==> config.mk <==
export PLATFORM = sky130hd
export DESIGN_NAME = btn_debounce_multi
export DESIGN_NICKNAME = d
export VERILOG_FILES = /design/src/rtl/btn_pkg.sv /design/src/rtl/btn_debounce_ch.sv /design/src/rtl/btn_debounce_multi.sv
export SDC_FILE = /design/constraint.sdc
export NUM_CORES = 1
export LEC_CHECK = 0
export CORE_MARGIN = 8
export CORE_UTILIZATION = 50
export CTS_BUF_LIST = sky130_fd_sc_hd__clkbuf_2
export CTS_CLUSTER_DIAMETER = 30
export DETAILED_ROUTE_END_ITERATION = 10
export GPL_ROUTABILITY_DRIVEN = 0
export PLACE_DENSITY = 0.68
export SKIP_LAST_GASP = 1
export SYNTH_ARGS = -nofsm -noshare
export SYNTH_HDL_FRONTEND = slang
export SYNTH_SLANG_ARGS = --single-unit
==> constraint.sdc <==
create_clock -name clk -period 3.15 [get_ports clk]
set_input_delay 0.63 -clock clk [delete_from_list [all_inputs] [get_ports clk]]
set_output_delay 0.63 -clock clk [all_outputs]
set_load 0.005 [all_outputs]
==> src/rtl/btn_pkg.sv <==
// Shared defaults and width helper for the push-button conditioner.
package btn_pkg;

   localparam int DEF_TICK_DIV     = 1000;
   localparam int DEF_SAMPLES      = 8;
   localparam int DEF_LONG_TICKS   = 50000;
   localparam int DEF_REPEAT_TICKS = 10000;

   // Counter width able to hold values 0..n-1, never narrower than one bit.
   function automatic int cnt_width(input int n);
      return (n <= 2) ? 1 : $clog2(n);
   endfunction

endpackage

==> src/rtl/btn_debounce_ch.sv <==
// One button channel: 2-FF synchroniser, tick-sampled shift register with hysteresis,
// edge pulses and hold counter for long-press / auto-repeat events.
module btn_debounce_ch
   import btn_pkg::*;
#(
   parameter int SAMPLES      = DEF_SAMPLES,
   parameter int LONG_TICKS   = DEF_LONG_TICKS,
   parameter int REPEAT_TICKS = DEF_REPEAT_TICKS
) (
   input  logic clk,
   input  logic rst_n,
   input  logic tick_i,
   input  logic pin_i,
   output logic level_o,
   output logic press_o,
   output logic release_o,
   output logic long_o,
   output logic repeat_o
);

   localparam int HC_W = cnt_width(LONG_TICKS + REPEAT_TICKS + 1);
   localparam logic [HC_W-1:0] HC_LONG    = HC_W'(LONG_TICKS);
   localparam logic [HC_W-1:0] HC_LONG_M1 = HC_W'(LONG_TICKS - 1);
   localparam logic [HC_W-1:0] HC_RPT_M1  = HC_W'(LONG_TICKS + REPEAT_TICKS - 1);

   logic [1:0]         sync_q;
   logic [SAMPLES-1:0] sh_q, sh_d;
   logic               level_q, level_d;
   logic               level_prev_q;
   logic [HC_W-1:0]    hc_q, hc_d;
   logic               long_q, long_d;
   logic               repeat_q, repeat_d;

   always_comb begin
      sh_d = tick_i ? {sync_q[1], sh_q[SAMPLES-1:1]} : sh_q;

      level_d = level_q;
      if (&sh_q)
         level_d = 1'b1;
      else if (~|sh_q)
         level_d = 1'b0;

      hc_d     = hc_q;
      long_d   = 1'b0;
      repeat_d = 1'b0;
      if (!level_q) begin
         hc_d = '0;
      end else if (tick_i) begin
         // Repeat period wraps back to LONG so pulses continue for as long as the hold lasts.
         if ((REPEAT_TICKS > 0) && (hc_q == HC_RPT_M1)) begin
            hc_d     = HC_LONG;
            repeat_d = 1'b1;
         end else if ((REPEAT_TICKS > 0) || (hc_q != HC_LONG)) begin
            hc_d   = hc_q + HC_W'(1);
            long_d = (hc_q == HC_LONG_M1);
         end
      end
   end

   always_ff @(posedge clk or negedge rst_n) begin
      if (!rst_n) begin
         sync_q       <= '0;
         sh_q         <= '0;
         level_q      <= 1'b0;
         level_prev_q <= 1'b0;
         hc_q         <= '0;
         long_q       <= 1'b0;
         repeat_q     <= 1'b0;
      end else begin
         sync_q       <= {sync_q[0], pin_i};
         sh_q         <= sh_d;
         level_q      <= level_d;
         level_prev_q <= level_q;
         hc_q         <= hc_d;
         long_q       <= long_d;
         repeat_q     <= repeat_d;
      end
   end

   assign level_o   = level_q;
   assign press_o   = level_q & ~level_prev_q;
   assign release_o = ~level_q & level_prev_q;
   assign long_o    = long_q;
   assign repeat_o  = repeat_q;

endmodule

==> src/rtl/btn_debounce_multi.sv <==
// N-channel push-button conditioner: one shared sample-tick prescaler feeding
// an independent debounce/event channel per button.
module btn_debounce_multi
   import btn_pkg::*;
#(
   parameter int              N_CH         = 4,
   parameter int              TICK_DIV     = DEF_TICK_DIV,
   parameter int              SAMPLES      = DEF_SAMPLES,
   parameter int              LONG_TICKS   = DEF_LONG_TICKS,
   parameter int              REPEAT_TICKS = DEF_REPEAT_TICKS,
   parameter logic [N_CH-1:0] INVERT       = '0
) (
   input  logic            clk,
   input  logic            rst_n,
   input  logic [N_CH-1:0] i_btn,
   output logic [N_CH-1:0] o_level,
   output logic [N_CH-1:0] o_press,
   output logic [N_CH-1:0] o_release,
   output logic [N_CH-1:0] o_long,
   output logic [N_CH-1:0] o_repeat
);

   localparam int CNT_W = cnt_width(TICK_DIV);
   localparam logic [CNT_W-1:0] CNT_MAX = CNT_W'(TICK_DIV - 1);

   logic [CNT_W-1:0] cnt_q, cnt_d;
   logic             tick;

   assign tick  = (cnt_q == CNT_MAX);
   assign cnt_d = tick ? '0 : cnt_q + CNT_W'(1);

   always_ff @(posedge clk or negedge rst_n) begin
      if (!rst_n)
         cnt_q <= '0;
      else
         cnt_q <= cnt_d;
   end

   for (genvar g = 0; g < N_CH; g++) begin : g_ch
      btn_debounce_ch #(
         .SAMPLES      (SAMPLES),
         .LONG_TICKS   (LONG_TICKS),
         .REPEAT_TICKS (REPEAT_TICKS)
      ) u_ch (
         .clk       (clk),
         .rst_n     (rst_n),
         .tick_i    (tick),
         .pin_i     (i_btn[g] ^ INVERT[g]),
         .level_o   (o_level[g]),
         .press_o   (o_press[g]),
         .release_o (o_release[g]),
         .long_o    (o_long[g]),
         .repeat_o  (o_repeat[g])
      );
   end

endmodule
==> key figures <==
STA
  • RSZ-0062 raised after global routing: no
  • Final hold viol count: 0
  • Minimum clock period: 2.938 ns
  • Max-slew violations: 0
  • Setup TNS Final: 0 ns
  • Layout Skew: 0.02918 ns
  • Worst-Margin Slew: 0.7003 ns
  • Fmax: 340.3 MHz
  • Relative slew slack: 53.32%
  • Fin crit share: 93.28%
  • Final Setup Violations: 0

Clock tree
  • Root Driver: clkbuf_2
  • CTS tree: built
  • Max clock buf depth: 2
  • Worst-Skew Late Latency: 0.72 ns
  • Clock sink count: 130
  • TritonCTS buffer count: 17
  • Worst-path clk slew: 0.20 ns
  • # Post-CTS Setup Buffers: 0
  • H-tree depth: 4

GRT
  • Grt ovf: 0
  • Largest net degree at the start of global routing: 61
  • First-pass GRT wire length: 23.65 mm
  • Initial antenna violation count: 1
  • Vias in the first global route: 4919
  • GRT Util Overall: 17.22%

Synthesis
  • Yosys cell types: 58
  • Synth Warn #: 0
  • Area leader, netlist: dfrtp_1
  • Top-area cell type share of the netlist area: 49.36%
  • Syn Area/Cell: 9.361 µm²
  • Asr flop ratio synth: 100.0%
  • Syn_nets: 715
  • Post-synth EDFFs: 0
  • Predominant post-synthesis flop cell: dfrtp_1
  • Synth area leaders: dfrtp_1, nand2_1, a21oi_1
  • Number of synthesized register bits: 130
  • Syn Std Cell Area: 6590 µm²
  • Register area share after synthesis: 49.36%
  • Post-Syn Instances: 704

Status
  • Status: completed

Power
  • Sw power: 0.0006638 W
  • Switching Share: 25.21%
  • VDD IR max: 0.2825 mV
  • Clk network pwr share: 34.7%
  • Sequential Power Share: 63.7%
  • Leakage power: 2.983 nW
  • P_int: 0.001969 W
  • PD cells: 374.0 nW/µm²
  • Comb power frac: 1.6%

Setup path
  • Endpoint type of the worst setup path: primary output
  • Startpoint types: flop
  • Worst-path maximum fanout: 17
  • Req. time, crit path: 2.52 ns
  • Reg2reg setup slack: 0.60 ns
  • CP arrival: 2.31 ns
  • Crit Path Class: reg -> out

Die
  • Rows: 42
  • Die W: 130.8 µm
  • Die height: 130.8 µm
  • Initial core utilization: 50.57%
  • CORE AREA: 13030 µm²
  • Die area: 17110 µm²
  • IO Pins: 26

Route
  • Final ANT Viol Nets: 0
  • Via/cell ratio: 5.948
  • DRC violations left: 0
  • Initial DRC Count: 416
  • Drt pass-1 iters: 8
  • Per-cell routed wire length: 15.50 µm
  • DR vias: 5294
  • Post-Route WL: 13.79 mm

Finish
  • Share of layout cells above drive strength 1: 8.415%
  • Total Nets Final: 711
  • Final core occ: 54.02%
  • Filler cells: 1207
  • Area growth syn-to-layout: 6.835%

Hold path
  • HP Class: in -> reg

Place
  • Detailed-placement wirelength estimate: 9.011 mm
  • Port bufs: 25

Flow run
  • Max-Cap Viols: 0
cell usage after synthesis (all sizes together) (2+ instances only):
master	n
nand4b	4
nor4bb	7
ha	5
o221a	8
nor2	20
nand3	44
nand4	34
o22ai	9
o31ai	9
and2	4
nand2b	6
dfrtp	130
nand4bb	2
and4b	4
xor2	7
nor3	7
mux2i	4
o211ai	2
or4	14
a21oi	43
or3	17
o211a	4
nor4	9
and4	15
nand2	161
nand3b	3
o21ai	19
inv	9
or2	2
a311oi	6
clkbuf	18
and3	10
a31oi	2
a41oi	2
xnor2	2
o311ai	2
nor2b	5
or4b	2
buf	40
nor4b	4
a41o	2
state kept, by name, indices dropped and copies added (netlist names):
register / flops
g_ch.u_ch.hc_q: 64
g_ch.u_ch.sh_q: 32
cnt_q: 10
g_ch.u_ch.sync_q: 8
g_ch.u_ch.level_o: 4
g_ch.u_ch.level_prev_q: 4
g_ch.u_ch.long_o: 4
g_ch.u_ch.repeat_o: 4
worst max-delay path, stage by stage (launching register included):
cell	delay (ns)
dfrtp_1	0.56
inv_1	0.33
nor2_1	0.19
clkdlybuf4s50_1	0.53
through the flow:
step	setup slack [ns]	hold slack, ns	power [W]	instances	area, µm²
finish	0.2116	0.3161	0.002633	890	7041
floorplan	1.314	0.3312	0.001707	704	6590
global route	0.02227	0.2416	0.002749	890	7041
detailed placement	0.6101	0.3365	0.001752	856	6820
global placement	0.7335	0.3427	0.001752	856	6820
CTS	0.02372	0.2431	0.002677	889	7037
worst paths after layout:
| check | startpoint | endpoint | cells after the start |
|---|---|---|---|
| worst max-delay path | g_ch[0].u_ch.level_o | o_press[0] | 3 |
| worst min-delay path | i_btn[0] | g_ch[0].u_ch.sync_q[0] | 1 |
| worst max register to register | cnt_q[1] | g_ch[0].u_ch.hc_q[11] | 5 |
| worst min register to register | g_ch[3].u_ch.sync_q[0] | g_ch[3].u_ch.sync_q[1] | 0 |
| max in group asynchronous | rst_n | g_ch[3].u_ch.hc_q[10] | 3 |
| min in group asynchronous | rst_n | g_ch[1].u_ch.hc_q[11] | 2 |
layout by cell type, fill, tap and decap left out, types with 3 or more instances in the layout:
master / instances
nand4b_1: 4
a311oi_1: 6
clkdlybuf4s50_1: 24
a21oi_1: 43
clkinv_4: 3
o221a_2: 8
o211a_1: 4
o22ai_1: 9
nand3_1: 42
nand3b_1: 3
clkinv_2: 3
inv_1: 9
xor2_1: 7
ha_1: 5
nand2b_1: 6
clkinv_1: 3
or3_1: 16
nor4_1: 9
nor2b_1: 5
or4_1: 13
nor4bb_1: 7
o31ai_1: 9
and2_1: 4
nor2_1: 20
clkbuf_2: 18
nand2_1: 161
nor4b_1: 4
mux2i_1: 4
buf_4: 8
and4_1: 15
and3_1: 10
nor3_1: 6
and4b_1: 4
o21ai_0: 19
nand4_1: 31
dfrtp_1: 128
power by group through the flow:
stage | clock, W | combinational, W | sequential, W
finish | 0.000913 | 0.0000430 | 0.00168
global route | 0.00102 | 0.0000517 | 0.00168
CTS | 0.000953 | 0.0000463 | 0.00168
detailed placement | 0 | 0.0000453 | 0.00171
global placement | 0 | 0.0000447 | 0.00171
floorplan | 0 | 0.0000000596 | 0.00171
cell type report:
type	instances	area, µm²	area share (%)
Timing Repair Buffer	35	350.3	4.976
Inverter	9	33.78	0.4798
Clock inverter	14	115.1	1.635
Clock buffer	18	90.09	1.280
Multi-Input combinational cell	507	2973	42.22
Sequential cell	130	3256	46.24
Tap cell	176	220.2	3.128
Antenna cell	1	2.502	0.03554
logic make-up after synthesis:
| kind of cell | synth area share (%) |
|---|---|
| fa+ha+maj | 0.9493 |
| xor+xnor | 1.196 |
| mux | 0.6076 |
| simple gates | 30.99 |
| compound gates | 11.37 |
| buf+inv | 5.525 |
| flops | 49.36 |
per-layer routing:
layer | part of all wire (%) | vias to the layer above | GRT usage, %
met3 | 5.7 | 18 | 5.235
met5 | 0 | - | 0
li1 | - | 2556 | -
met4 | 1.2 | 0 | 6.077
met2 | 46 | 146 | 26.37
met1 | 47 | 2574 | 22.69
what timing repair did:
action / CTS / global route
hold endpoints to repair: 51 / 0
hold buffers: 1 / 0
endpoints found under the setup margin: 1 / 1
resized for setup: 1 / 1
Note: power is estimated with default switching activity, not from simulation.
